**config.mk**
```make
export PLATFORM = sky130hd
export DESIGN_NAME = imul_share_arbiter
export DESIGN_NICKNAME = d
export VERILOG_FILES = /design/src/rtl/imul_share_arbiter.sv
export SDC_FILE = /design/constraint.sdc
export NUM_CORES = 1
export LEC_CHECK = 0
export ABC_AREA = 1
export BUFFER_PORTS_ARGS = -buffer_cell sky130_fd_sc_hd__buf_2
export CAP_MARGIN = 15
export CORE_AREA = 2 2 195 197
export DETAILED_ROUTE_END_ITERATION = 10
export DIE_AREA = 0 0 197 199
export HOLD_SLACK_MARGIN = 0.03
export SLEW_MARGIN = 20
export SYNTH_ARGS = -nofsm -noshare
export SYNTH_HDL_FRONTEND = slang
export SYNTH_SLANG_ARGS = --single-unit
```
**constraint.sdc**
```tcl
create_clock -name clk -period 7.8 [get_ports clk]
set_clock_uncertainty 0.15 [all_clocks]
set_input_delay 1.56 -clock clk [delete_from_list [all_inputs] [get_ports clk]]
set_output_delay 1.56 -clock clk [all_outputs]
set_load 0.02 [all_outputs]
```
**src/rtl/imul_share_arbiter.sv**
```systemverilog
// Round-robin arbiter sharing one iterative multiplier among p_nreqs requesters, one transaction in flight.
// Optional macro IMUL_SHARE_ARBITER_ZERO_BYPASS_EN answers zero-operand requests locally with a zero product.
module imul_share_arbiter #(
  parameter int p_nreqs = 4
) (
  input  logic                   clk,
  input  logic                   reset,
  input  logic [p_nreqs-1:0]     req_val,
  output logic [p_nreqs-1:0]     req_rdy,
  input  logic [64*p_nreqs-1:0]  req_msg,
  output logic [p_nreqs-1:0]     resp_val,
  input  logic [p_nreqs-1:0]     resp_rdy,
  output logic [32*p_nreqs-1:0]  resp_msg,
  output logic                   mul_req_val,
  input  logic                   mul_req_rdy,
  output logic [63:0]            mul_req_msg,
  input  logic                   mul_resp_val,
  output logic                   mul_resp_rdy,
  input  logic [31:0]            mul_resp_msg
);

  localparam int c_idx_nbits = $clog2(p_nreqs);

  typedef enum logic [1:0] {
    IDLE   = 2'd0,
    SEND   = 2'd1,
    WAIT   = 2'd2
`ifdef IMUL_SHARE_ARBITER_ZERO_BYPASS_EN
    , BYPASS = 2'd3
`endif
  } state_t;

  state_t                 state, state_next;
  logic [c_idx_nbits-1:0] rr_ptr, owner, grant, ptr_next;
  logic [63:0]            op_reg, grant_msg;
  logic                   any_val, take, done;
  int                     idx;

  // Scan starting at rr_ptr so the requester after the last winner has top priority.
  always_comb begin
    grant   = rr_ptr;
    any_val = 1'b0;
    idx     = 0;
    for (int k = 0; k < p_nreqs; k++) begin
      idx = int'(rr_ptr) + k;
      if (idx >= p_nreqs) idx = idx - p_nreqs;
      if (!any_val && req_val[idx]) begin
        grant   = c_idx_nbits'(idx);
        any_val = 1'b1;
      end
    end
  end

  assign grant_msg = req_msg[64*grant +: 64];
  assign ptr_next  = (owner == c_idx_nbits'(p_nreqs-1)) ? '0 : owner + c_idx_nbits'(1);

  always_comb begin
    state_next   = state;
    take         = 1'b0;
    done         = 1'b0;
    req_rdy      = '0;
    resp_val     = '0;
    resp_msg     = '0;
    mul_req_val  = 1'b0;
    mul_req_msg  = '0;
    mul_resp_rdy = 1'b0;
    case (state)
      IDLE: begin
        if (any_val) begin
          req_rdy[grant] = 1'b1;
          take           = 1'b1;
          state_next     = SEND;
`ifdef IMUL_SHARE_ARBITER_ZERO_BYPASS_EN
          if (grant_msg[63:32] == 32'd0 || grant_msg[31:0] == 32'd0) state_next = BYPASS;
`endif
        end
      end
      SEND: begin
        mul_req_val = 1'b1;
        mul_req_msg = op_reg;
        if (mul_req_rdy) state_next = WAIT;
      end
      WAIT: begin
        resp_val[owner]          = mul_resp_val;
        resp_msg[32*owner +: 32] = mul_resp_msg;
        mul_resp_rdy             = resp_rdy[owner];
        if (mul_resp_val && resp_rdy[owner]) begin
          done       = 1'b1;
          state_next = IDLE;
        end
      end
`ifdef IMUL_SHARE_ARBITER_ZERO_BYPASS_EN
      BYPASS: begin
        resp_val[owner] = 1'b1;
        if (resp_rdy[owner]) begin
          done       = 1'b1;
          state_next = IDLE;
        end
      end
`endif
      default: state_next = IDLE;
    endcase
    // Hold every handshake output low while reset is asserted, even though IDLE is combinational on req_val.
    if (reset) begin
      req_rdy      = '0;
      resp_val     = '0;
      resp_msg     = '0;
      mul_req_val  = 1'b0;
      mul_req_msg  = '0;
      mul_resp_rdy = 1'b0;
    end
  end

  always_ff @(posedge clk or posedge reset) begin
    if (reset) begin
      state  <= IDLE;
      rr_ptr <= '0;
      owner  <= '0;
      op_reg <= '0;
    end else begin
      state <= state_next;
      if (take) begin
        op_reg <= grant_msg;
        owner  <= grant;
      end
      if (done) rr_ptr <= ptr_next;
    end
  end

endmodule

```
=== Word-level counts from Yosys, hierarchy flattened ===
Cells that the tools add are included.

* Input bits: 300
* Register bits after elaboration: 70
* Output and inout port bits: 202
* Logic and storage cells: 99

* Reduce and logical (&&, ||, !) cells: 11
* Add/subtract/negate cells: 9
* Bitwise operators: 2
* Shift operators: 3
* Equality and inequality tests: 6
* Magnitude comparators: 12
* Multiplexer cells: 52

{| class="wikitable"
|+ Operators by type and width
! cell !! number
|-
| 128-bit two-way mux || 2
|-
| 256-bit by 9-bit indexed part select with 64-bit output || 1
|-
| 128-bit bitwise AND || 1
|-
| 32-bit by 4-bit less-than comparator with 1-bit output, second input constant || 4
|-
| 32-bit two-way mux || 4
|-
| 64-bit two-way mux || 2
|-
| 32-bit by 34-bit variable shift with 128-bit output, first input constant || 1
|-
| 32-bit by 34-bit indexed part select with 128-bit output || 1
|-
| 7-bit negator with 34-bit output || 1
|-
| 1-bit two-way mux || 23
|-
| 4-bit two-way mux || 5
|-
| 2-bit two-way mux || 8
|-
| 3-bit by 3-bit subtractor with 4-bit output, second input constant || 3
|-
| 1-bit binary-select mux with 2-bit select || 5
|-
| 3-bit greater-or-equal comparator, second input constant || 3
|-
| 2-bit by 2-bit adder with 3-bit output, second input constant || 2
|-
| 1-bit logical AND || 6
|-
| 2-bit by 3-bit less-than comparator with 1-bit output, second input constant || 2
|-
| 2-bit != test, second input constant || 3
|-
| 2-bit case mux with 3 select lines || 1
|-
| 4-bit bitwise AND || 1
|-
| 1-bit demux with 2-bit select || 2
|-
| 2-bit == test, second input constant || 2
|-
| 2-bit by 1-bit greater-or-equal comparator with 1-bit output, second input constant || 2
|-
| 8 further kinds || 10
|}

=== Longest topological paths before layout ===
Gate-level depths: netlist of run 1.

* Depth after elaboration: 22
* Gate-level depth with buffers: 18
* Gate-level depth less buffers: 15

=== Least setup slack after synthesis of run 1 ===
No wires, ideal clock.

* Path type: in2out
* Start: input reset
* End: output resp_msg[100]
* Data required time: 6090 ps
* Path slack: 1319 ps
* Data arrival time: 4771 ps
* Stages: 5
* Cells stage by stage: clkbuf_1 clkinv_1 nand4_1 clkbuf_1 nor2_1

* Cells in the longest elaborated chain, start to end: 1

{| class="wikitable"
|+ Ends and longest elaborated chain
! item !! RTL line !! text
|-
| start, declared || 7 || <nowiki>input logic reset,</nowiki>
|-
| 128-bit two-way mux || 104 || <nowiki>if (reset) begin</nowiki>
|-
| end, declared || 13 || <nowiki>output logic [32*p_nreqs-1:0] resp_msg,</nowiki>
|}

Every way passes these cells.

=== Worst setup path in the final report of run 1 ===
* Start: register owner[0]
* End: output resp_msg[112]

* Cells in the longest elaborated chain, start to end: 5
* Elaborated cells between the ends (all ways): 6

{| class="wikitable"
|+ Ends and longest elaborated chain
! item !! RTL line !! text
|-
| start, declared || 34 || <nowiki>logic [c_idx_nbits-1:0] rr_ptr, owner, grant, ptr_next;</nowiki>
|-
| start signal, assigned || 124 || <nowiki>owner <= grant;</nowiki>
|-
| 7-bit negator with 34-bit output (*) || 85 || <nowiki>resp_msg[32*owner +: 32] = mul_resp_msg;</nowiki>
|-
| 32-bit by 34-bit indexed part select with 128-bit output or 32-bit by 34-bit variable shift with 128-bit output (tied branches) || 85 ||
|-
| 128-bit bitwise AND (no line) (*) || -- ||
|-
| 128-bit two-way mux (*) || 67 || <nowiki>case (state)</nowiki>
|-
| 128-bit two-way mux (*) || 104 ||
|}

Every way passes the cells marked *; elsewhere a longest branch is shown, timed or not.

==> results of run 1 <==
[area by class of cell]
cell class,count,area [µm²]
diodes,7,17.5
clock buffers,9,225
clock inverters,7,120
fillers,4348,26500
inverters,50,193
multi-input cells,1182,5120
flip-flops and latches,70,1750
well taps,474,593
repair buffers,518,2640
[stage by stage]
step | worst slack [ns] | instances | hold WS, ns | total power (µW)
finish | 2.17 | 2317 | 0.329 | 4710
global route | 1.85 | 2316 | 0.350 | 5230
CTS | 2.04 | 2310 | 0.332 | 4770
detailed placement | 2.18 | 2294 | 0.315 | 4260
global placement | 2.18 | 2294 | 0.312 | 4220
floorplan | 1.32 | 1427 | 0.299 | 3370
[Yosys cell counts, drive strengths merged]
library cell	n	share of area, %
buf	82	6.0
clkbuf	43	2.2
clkinv	2	0.098
dfrtp	70	23
ha	6	0.98
inv	48	2.4
nand2	653	33
nand3	301	20
nand4	7	0.77
nor2	122	6.0
nor3	82	5.4
nor3b	3	0.29
nor4	1	0.082
o21ai	7	0.51
[worst reg2reg max path: stages (launching register included)]
cell	delay, ns
dfrtp_1	0.55
inv_2	0.30
nand2_1	0.08
nand2_1	0.15
nand2_1	0.10
nand2_2	0.13
nand2_2	0.08
nand2_1	0.06
nand2_1	0.09
nand2_4	0.41
buf_4	0.71
nand3_1	0.41
nand2_1	0.20
nand2_1	0.06
nand2_1	0.12
nand2_1	0.06
nand2_1	0.08
[cells by family (layout without fill, tap and decap cells)]
family                     after synthesis  after routing
and+or+nand+nor                       1169           1169
buffers and inverters                  175            584
other                                    0              7
adders and majority gates                6              6
AOI/OAI and AO/OA                        7              7
DFF                                     70             70
[report_power, final]
group	switching [µW]	leakage (µW)	internal (µW)
Sequential	115	0.000874	553
Combinational	2560	0.00548	982
Clock	186	0.000166	314
[final timing paths]
kind | start | to | slack, ns | cells after the start
worst max-delay path | owner[0] | resp_msg[112] | 2.17 | 7
worst min-delay path | op_reg[14] | op_reg[14] | 0.33 | 2
worst max register to register | rr_ptr[0] | op_reg[2] | 4.00 | 16
worst min register to register | op_reg[14] | op_reg[14] | 0.33 | 2
max in group asynchronous | reset | owner[1] | 5.43 | 3
min in group asynchronous | reset | state[1] | 1.13 | 2
[routing by layer]
metal  global-route usage, %  vias up  share of wire [%]  wire, µm
li1                        -     5356                  -         -
met1                    22.5     4968                 39     16100
met2                    35.2      515                 49     20000
met3                    4.51       75                7.2      2950
met4                    10.6        4                4.7      1920
met5                       0        -              0.066        27
[placed cells by master (no fill, tap or decap)]
| master | n |
|---|---|
| nand2_1 | 640 |
| buf_2 | 500 |
| nand3_1 | 297 |
| nor2_1 | 120 |
| nor3_1 | 82 |
| dfrtp_1 | 70 |
| inv_1 | 43 |
| buf_4 | 18 |
| clkbuf_16 | 9 |
| nand2_2 | 8 |
| diode_2 | 7 |
| nand4_1 | 6 |
| ha_1 | 6 |
| nand2_4 | 5 |
| o21ai_0 | 5 |
| inv_2 | 4 |
| nand3_2 | 4 |
| nor3b_1 | 3 |
| bufinv_16 | 3 |
| inv_4 | 2 |
| nand4_4 | 1 |
| nor2_2 | 1 |
| clkinv_1 | 1 |
| o21ai_4 | 1 |
| o21ai_1 | 1 |
| nor2_4 | 1 |
| nor4_1 | 1 |
| clkinv_2 | 1 |
| clkinvlp_4 | 1 |
| clkinv_4 | 1 |
| inv_6 | 1 |
==> summary.md, run 1 <==
| Metric | Value |
|---|---|
| Worst-Margin Slew | `1.01 ns` |
| IO Count | `502` |
| CP Class | `reg2out` |
| Initial Util | `20.6%` |
| Simple-gate area share of the yosys netlist | `64.9%` |
| Core area | `37100 µm²` |
| Postcts setup bufs | `0` |
| Aggregate global routing overflow | `0` |
| Die ar. | `39200 µm²` |
| Slew margin rel. | `32.6%` |
| Global Route Usage Sum | `20.0%` |
| Antenna-violating nets left | `0` |
| Clock tree from TritonCTS | `done` |
| Synthesized area per cell | `5.36 µm²` |
| Slowest CP cell | `inv_1` |
| Clk_lat worst skew | `0.35 ns` |
| Buf+Inv Stages, Crit Path | `4` |
| F_max | `178 MHz` |
| Final core utilization | `28.7%` |
| Mapped Cells | `1427` |
| CTS root buffer | `clkbuf_16` |
| Area delta synth->final | `39.4%` |
| Most common cell on crit path | `inv_1` |
| Req. time, crit path | `6.09 ns` |
| Port buffer count | `501` |
| Synth Cell Area | `7650 µm²` |
| Fin. Hold Viols | `0` |
| DRT Wirelength | `40900 µm` |
| DP HPWL | `31700 µm` |
| RSZ-0062 raised after global routing | `no` |
| Max Root-Sink Buffers | `2` |
| Final Max Slew Viols | `0` |
| Layout cells sized above 1 | `30.6%` |
| Placer Congestion | `0.980` |
| WP data arrival | `3.92 ns` |
| Adder-cell share of the synthesized area | `0.982%` |
| Number of remaining DRC errors | `0` |
| Sequential element share of the synthesized area | `22.9%` |
| Synth Warn # | `0` |
| Via Count | `10900` |
| Clock sink total | `70` |
| Status | `finished, final reports clean` |
| Min Tclk post-route | `5.63 ns` |
| Initial antenna violation count | `11` |
| Crit path largest cell delay | `0.88 ns` |
| Largest net degree at the start of global routing | `79` |
| TritonRoute pass-1 iters | `7` |
| CP Max Fanout | `31` |
| Iteration-0 DRC Markers | `426` |
| Nets | `2137` |
| Max Cap Viol | `0` |
| Synthesized flop and latch total | `70` |
| Final TNS setup | `0 ns` |
| HP Class | `reg2reg` |
| Die span in x | `197 µm` |
| Hold-fix buffer count after cts | `0` |
| Max reg flops | `64` |
| Post-CTS sizing | `0` |
| Net Count, Synth | `1733` |
| # setup viols final | `0` |
| Crit end category | `primary output` |
| H-tree depth | `3` |
| Die height | `199 µm` |
| PwrDens | `442 nW/µm²` |
| Worst path cell trace | `buf_4, inv_1, ha_1, inv_1, nand3_1, nor2_1, buf_2` |
| Cell leakage power | `0.00652 µW` |
| Top delay family on crit path | `buffers and inverters` |
| Compound-cell area share of the yosys netlist | `0.507%` |
| Count of different cell masters after synthesis | `27` |
| Largest family of logic cells by synthesized area | `simple AND/OR/NAND/NOR gates` |
| Fin area | `10700 µm²` |
| Clock Pin Slew Worst Setup and Hold Paths | `0.06 ns` |
| Final period utilization | `72.1%` |
| Maximum vdd drop | `0.257 mV` |
| CTS Buf Count | `9` |
| Number of vias per cell | `4.71` |
| Xor/xnor share of the synthesized area | `0%` |
| Setup crit start kind | `register` |
| Row count | `71` |
| Wire per inst | `17.7 µm` |
| Vias in the first global route | `10100` |
| First-pass GRT wire length | `59600 µm` |
| Post-synthesis mux area share | `0%` |
| Dpl cell area | `10300 µm²` |
Power figures use the tool's default switching activity.
==> run 2: changes to the inputs <==
--- a/config.mk
+++ b/config.mk
@@ -8,9 +8,9 @@
 export ABC_AREA = 1
 export BUFFER_PORTS_ARGS = -buffer_cell sky130_fd_sc_hd__buf_2
 export CAP_MARGIN = 15
-export CORE_AREA = 2 2 195 197
+export CORE_AREA = 2 2 197 199
 export DETAILED_ROUTE_END_ITERATION = 10
-export DIE_AREA = 0 0 197 199
+export DIE_AREA = 0 0 199 201
 export HOLD_SLACK_MARGIN = 0.03
 export SLEW_MARGIN = 20
 export SYNTH_ARGS = -nofsm -noshare
==> constraint.sdc (replaced) <==
create_clock -name clk -period 5.55 [get_ports clk]
set_clock_uncertainty 0.15 [all_clocks]
set_input_delay 1.11 -clock clk [delete_from_list [all_inputs] [get_ports clk]]
set_output_delay 1.11 -clock clk [all_outputs]
set_load 0.02 [all_outputs]
==> summary.md, run 2 (synthesized netlist as in run 1, its figures left out) <==
| Metric | Value |
|---|---|
| Clock sink total | `70 (unchanged)` |
| Layout cells sized above 1 | `30.6% (+0.047 points)` |
| DP Worst Slack | `1.10 ns (-1.08 ns)` |
| Largest net degree at the start of global routing | `108 (+37%)` |
| Worst-Margin Slew | `0.985 ns (-0.0229 ns)` |
| PwrDens | `613 nW/µm² (+39%)` |
| # setup viols final | `0 (unchanged)` |
| Reg2Reg Depth | `14 (-2)` |
| Maximum vdd drop | `0.397 mV (+55%)` |
| Status | `finished, final reports clean` |
| Initial Util | `20.1% (-0.53 points)` |
| DP HPWL | `32300 µm (+2.2%)` |
| Postcts setup bufs | `0 (unchanged)` |
| Filler cell count | `4418 (+1.6%)` |
| Hold Crit Start | `op_reg[16]` |
| Placer Congestion | `0.949 (-3.1%)` |
| Min Tclk post-route | `4.91 ns` |
| M2 GR Usage | `36.0% (+0.81 points)` |
| Aggregate global routing overflow | `0 (unchanged)` |
| Port buffer count | `501 (unchanged)` |
| Fin. Hold Viols | `0 (unchanged)` |
| H-tree depth | `3 (unchanged)` |
| WP data arrival | `3.65 ns (-0.27 ns)` |
| Cell leakage power | `0.00653 µW (+0.17%)` |
| Final Max Slew Viols | `0 (unchanged)` |
| Worst R2R End | `op_reg[44]` |
| RSZ-0062 raised after global routing | `no` |
| GR met1 Demand/Resource | `23.3% (+0.80 points)` |
| Die ar. | `40000 µm² (+2.0%)` |
| Busiest grt layer | `met2` |
| Core area | `38100 µm² (+2.6%)` |
| Die span in x | `199 µm (+1.0%)` |
| Hold-fix buffer count after cts | `0 (unchanged)` |
| Final TNS setup | `0 ns (unchanged)` |
| Vias in the first global route | `10300 (+1.6%)` |
| Row count | `72 (+1.4%)` |
| Reg-to-Reg Start | `rr_ptr[0]` |
| Hold Crit Depth | `2 (unchanged)` |
| Slew margin rel. | `34.3% (+1.7 points)` |
| Overall Power | `6570 µW (+40%)` |
| Post-CTS sizing | `0 (unchanged)` |
| Commonest non-fill, non-tap cell in the layout | `nand2_1` |
| Clock tree from TritonCTS | `done` |
| Nets | `2144 (+0.33%)` |
| Via Count | `11100 (+1.5%)` |
| Die height | `201 µm (+1.0%)` |
| Req. time, crit path | `4.29 ns (-1.80 ns)` |
| HP Class | `reg2reg` |
| Iteration-0 DRC Markers | `497 (+17%)` |
| CTS root buffer | `clkbuf_16` |
| TritonRoute pass-1 iters | `5 (-2)` |
| Worst reg2reg setup slack | `1.86 ns (-2.14 ns)` |
| Global Route Usage Sum | `20.3% (+0.26 points)` |
| Crit end category | `primary output` |
| Clock Pin Slew Worst Setup and Hold Paths | `0.07 ns (about the same)` |
| Commonest non-fill, non-tap cells in the layout | `640 x nand2_1, 500 x buf_2, 299 x nand3_1` |
| CP Max Fanout | `31 (unchanged)` |
| Max Cap Viol | `0 (unchanged)` |
| First-pass GRT wire length | `61400 µm (+3.0%)` |
| Wire per inst | `17.9 µm (+1.1%)` |
| WHS Endpoint | `op_reg[16]` |
| CTS Buf Count | `9 (unchanged)` |
| F_max | `204 MHz` |
| Initial antenna violation count | `8 (-3)` |
| GRT met3 Usage | `4.30% (-0.21 points)` |
| Hold_ws | `0.328 ns (-0.000364 ns)` |
| Final period utilization | `88.4%` |
| Final WS setup | `0.641 ns (-1.53 ns)` |
| Number of vias per cell | `4.68 (-0.65%)` |
| Final core utilization | `28.1% (-0.57 points)` |
| IO Count | `502 (unchanged)` |
| Clk_lat worst skew | `0.34 ns (about the same)` |
| Antenna-violating nets left | `0 (unchanged)` |
| Setup crit start kind | `register` |
| CP Class | `reg2out` |
| Max reg flops | `64 (unchanged)` |
| DRT Wirelength | `42300 µm (+3.3%)` |
| Area delta synth->final | `40.2%` |
| Max Root-Sink Buffers | `2 (unchanged)` |
| Number of remaining DRC errors | `0 (unchanged)` |
==> run 2: where the power goes <==
group / total [µW] / internal (µW) / leakage, µW / switching (µW)
Sequential: 932 / 777 / 0.000874 / 155
Combinational: 5030 / 1410 / 0.00552 / 3630
Clock: 607 / 350 / 0.000136 / 257
Total: 6570 / 2530 / 0.00653 / 4040
==> run 2: routing by layer <==
metal	up-vias	share of wire [%]
li1	5373	-
met1	5115	40
met2	518	49
met3	71	6.8
met4	4	3.8
met5	-	0.050
==> run 2: worst max path at each step <==
| stage | startpoint | to | slack (ns) | cells after the start |
|---|---|---|---|---|
| after detailed placement | req_val[2] | req_rdy[0] | 1.10 | 10 |
| after global placement | reset | resp_msg[99] | 1.06 | 6 |
| final | owner[0] | resp_msg[99] | 0.64 | 8 |
| after floorplan | reset | resp_msg[100] | 1.09 | 5 |
| after CTS | owner[0] | resp_msg[99] | 0.75 | 8 |
| after global routing | owner[0] | resp_msg[99] | 0.51 | 8 |
==> run 2: final cells by class <==
class	instances	area, µm²	share of cell area [%]
tap	518	648	6.05
clock inverter	5	58.8	0.548
clock buffer	11	233	2.17
inverter	50	193	1.80
multi-input combinational	1182	5110	47.7
antenna	6	15.0	0.140
sequential	70	1750	16.3
timing repair buffer	525	2710	25.3
==> run 2: worst max-delay path, stage by stage, from the launching register on <==
cell and delay (ns):
dfrtp_1 0.32, buf_4 0.31, inv_1 0.31, ha_1 0.44, inv_1 0.13, nand4_1 0.76
buf_4 0.45, nor3_1 0.32, buf_2 0.25
==> run 2: metrics by stage <==
step           instances  cell area, µm²
2_1_floorplan       1427            7650
3_3_place_gp        2344           10400
3_5_place_dp        2344           10400
4_1_cts             2360           10700
5_1_grt             2364           10700
6_report            2367           10700
==> run 3: changes to the inputs <==
--- a/config.mk
+++ b/config.mk
@@ -5,12 +5,11 @@
 export SDC_FILE = /design/constraint.sdc
 export NUM_CORES = 1
 export LEC_CHECK = 0
-export ABC_AREA = 1
 export BUFFER_PORTS_ARGS = -buffer_cell sky130_fd_sc_hd__buf_2
 export CAP_MARGIN = 15
-export CORE_AREA = 2 2 197 199
+export CORE_AREA = 2 2 194 196
 export DETAILED_ROUTE_END_ITERATION = 10
-export DIE_AREA = 0 0 199 201
+export DIE_AREA = 0 0 196 198
 export HOLD_SLACK_MARGIN = 0.03
 export SLEW_MARGIN = 20
 export SYNTH_ARGS = -nofsm -noshare
==> summary.md, run 3 <==
| Metric | Value |
|---|---|
| Worst reg2reg setup slack | `2.65 ns (+0.79 ns)` |
| Commonest non-fill, non-tap cells in the layout | `501 x buf_2, 194 x and2_1, 70 x dfrtp_1` |
| Dominant synthesized flop cell | `dfrtp_1` |
| Min Tclk post-route | `4.41 ns (-0.503 ns)` |
| Initial antenna violation count | `11 (+3)` |
| Vias in the first global route | `7785 (-24%)` |
| Post-CTS sizing | `0 (unchanged)` |
| Net Sw Frac | `48.3% (-13 points)` |
| Most frequent cell after synthesis | `and2_1` |
| CP Max Fanout | `18 (-42%)` |
| Hold-fix buffer count after cts | `0 (unchanged)` |
| Port buffer count | `501 (unchanged)` |
| Cell taking the most area after synthesis | `dfrtp_1` |
| EDFF count, synth | `0 (unchanged)` |
| PwrDens | `412 nW/µm² (-33%)` |
| IO Count | `502 (unchanged)` |
| Synthesized area per cell | `8.28 µm² (+54%)` |
| Number of vias per cell | `4.79 (+2.2%)` |
| CTS root buffer | `clkbuf_16` |
| Largest net degree at the start of global routing | `49 (-55%)` |
| Via Count | `8166 (-26%)` |
| Core area | `37000 µm² (-3.0%)` |
| Clock tree from TritonCTS | `done` |
| Final WS setup | `1.14 ns (+0.503 ns)` |
| # setup viols final | `0 (unchanged)` |
| Postcts setup bufs | `0 (unchanged)` |
| Comb power frac | `61.3% (-15 points)` |
| Aggregate global routing overflow | `0 (unchanged)` |
| Synth area leaders | `dfrtp_1 27%, and2_1 19%, o31ai_1 5.7%` |
| Slew margin rel. | `32.4% (-1.9 points)` |
| CP Class | `in2out` |
| Count of different cell masters after synthesis | `55 (+100%)` |
| Mapped Cells | `782 (-45%)` |
| DRT Wirelength | `33400 µm (-21%)` |
| Final TNS setup | `0 ns (unchanged)` |
| Layout cells sized above 1 | `45.9% (+15 points)` |
| F_max | `227 MHz (+11%)` |
| Worst-Margin Slew | `1.01 ns (+0.0285 ns)` |
| Number of remaining DRC errors | `0 (unchanged)` |
| HP Class | `reg2reg` |
| Fin. Hold Viols | `0 (unchanged)` |
| NetSw | `1930 µW (-52%)` |
| Setup crit start kind | `primary input` |
| Final core utilization | `26.3% (-1.9 points)` |
| Wire per inst | `19.6 µm (+9.7%)` |
| Die ar. | `38800 µm² (-3.0%)` |
| Clock sink total | `70 (unchanged)` |
| WP data arrival | `3.15 ns (-0.50 ns)` |
| CTS Buf Count | `9 (unchanged)` |
| DP HPWL | `25000 µm (-23%)` |
| Global Route Usage Sum | `16.3% (-4.0 points)` |
| Top cells by count, synth | `194 x and2_1, 70 x dfrtp_1, 51 x clkbuf_1, 49 x o31ai_1, 48 x nand4_1` |
| RSZ-0062 raised after global routing | `no` |
| Area delta synth->final | `50.0%` |
| Clk_lat worst skew | `0.35 ns (about the same)` |
| Clock Pin Slew Worst Setup and Hold Paths | `0.06 ns (about the same)` |
| Synth Warn # | `0 (unchanged)` |
| Filler cell count | `4064 (-8.0%)` |
| Placer Congestion | `0.855 (-10%)` |
| Initial Util | `17.5% (-2.6 points)` |
| Row count | `71 (-1.4%)` |
| Crit end category | `primary output` |
| Synthesized flop and latch total | `70 (unchanged)` |
| Sequential element share of the synthesized area | `27.1% (+4.2 points)` |
| Max Root-Sink Buffers | `2 (unchanged)` |
| Net Count, Synth | `1088 (-37%)` |
| Clock network fraction of total power | `15.2% (+6.0 points)` |
| Max reg flops | `64 (unchanged)` |
| Status | `finished, final reports clean` |
| Cell leakage power | `0.00495 µW (-24%)` |
| Synth Cell Area | `6470 µm² (-15%)` |
| Die span in x | `196 µm (-1.5%)` |
| Ys async rst share | `100% (unchanged)` |
| Iteration-0 DRC Markers | `421 (-15%)` |
| Max Cap Viol | `0 (unchanged)` |
| H-tree depth | `3 (unchanged)` |
| Yosys top cell area share | `27.1% (-4.4 points)` |
| DP Worst Slack | `1.11 ns (+0.00824 ns)` |
| First-pass GRT wire length | `46600 µm (-24%)` |
| Antenna-violating nets left | `0 (unchanged)` |
| Final period utilization | `79.4% (-9.1 points)` |
| TritonRoute pass-1 iters | `6 (+1)` |
| Sequential Power Share | `23.5% (+9.3 points)` |
| Internal cell power | `2070 µW (-18%)` |
| Commonest non-fill, non-tap cell in the layout | `buf_2` |
| Die height | `198 µm (-1.5%)` |
| Req. time, crit path | `4.29 ns (about the same)` |
| Maximum vdd drop | `0.198 mV (-50%)` |
| Final Max Slew Viols | `0 (unchanged)` |
| Nets | `1529 (-29%)` |
run 3: logic make-up (layout without fill, tap and decap cells):
kind of cell    count (synthesis)  count (layout)  share of synthesized area (%)
fa+ha+maj                       6               6                           1.16
simple gates                  346             346                           32.8
buf+inv                        97             543                           6.96
flops                          70              70                           27.1
compound gates                245             245                           29.0
mux                            18              18                           3.05
other cells                     0               4                              0
run 3: power groups by stage:
stage / clock (µW) / sequential, µW / combinational (µW)
2_1_floorplan: 0 / 881 / 1690
3_3_place_gp: 0 / 938 / 2440
3_5_place_dp: 0 / 952 / 2470
4_1_cts: 645 / 942 / 2480
5_1_grt: 661 / 975 / 2660
6_report: 608 / 941 / 2450
run 3: per-layer routing:
metal  part of all wire (%)  vias to the layer above  GRT usage [%]
met2                     50                      438           28.5
met1                     39                     3826           18.8
met4                    3.3                       12           6.82
met5                   0.23                        -              0
met3                    7.7                       63           4.39
li1                       -                     3827              -
run 3: path summary, 6_finish.rpt:
kind                            startpoint          to  cells past startpoint
worst min register to register   op_reg[8]   op_reg[8]                      1
worst max-delay path            req_val[0]  req_rdy[3]                      6
worst min-delay path             op_reg[8]   op_reg[8]                      1
max in group asynchronous            reset  op_reg[55]                      3
min in group asynchronous            reset  op_reg[61]                      2
worst max register to register   rr_ptr[0]  op_reg[52]                      5
run 3: final cells by class:
| type | instances | area, µm² | share of cell area (%) |
|---|---|---|---|
| timing repair buffer | 523 | 2670 | 27.5 |
| clock inverter | 3 | 42.5 | 0.438 |
| inverter | 4 | 16.3 | 0.168 |
| clock buffer | 13 | 260 | 2.68 |
| antenna | 4 | 10.0 | 0.103 |
| multi-input combinational | 615 | 4360 | 44.9 |
| sequential | 70 | 1750 | 18.0 |
| tap | 474 | 593 | 6.11 |
run 3: through the flow:
| step | std cells | hold slack, ns | total power [µW] | instance area [µm²] |
|---|---|---|---|---|
| after global placement | 1686 | 0.333 | 3380 | 9390 |
| after CTS | 1702 | 0.353 | 4060 | 9700 |
| after detailed placement | 1686 | 0.339 | 3420 | 9390 |
| after floorplan | 782 | 0.324 | 2570 | 6470 |
| final | 1706 | 0.349 | 4000 | 9710 |
| after global routing | 1704 | 0.361 | 4300 | 9700 |
run 3: worst max-delay path, cell delays in order:
cell,delay [ns]
buf_2,0.17
nor2b_2,0.23
o21ai_2,0.79
nand2b_1,0.12
a211oi_1,0.46
buf_2,0.26
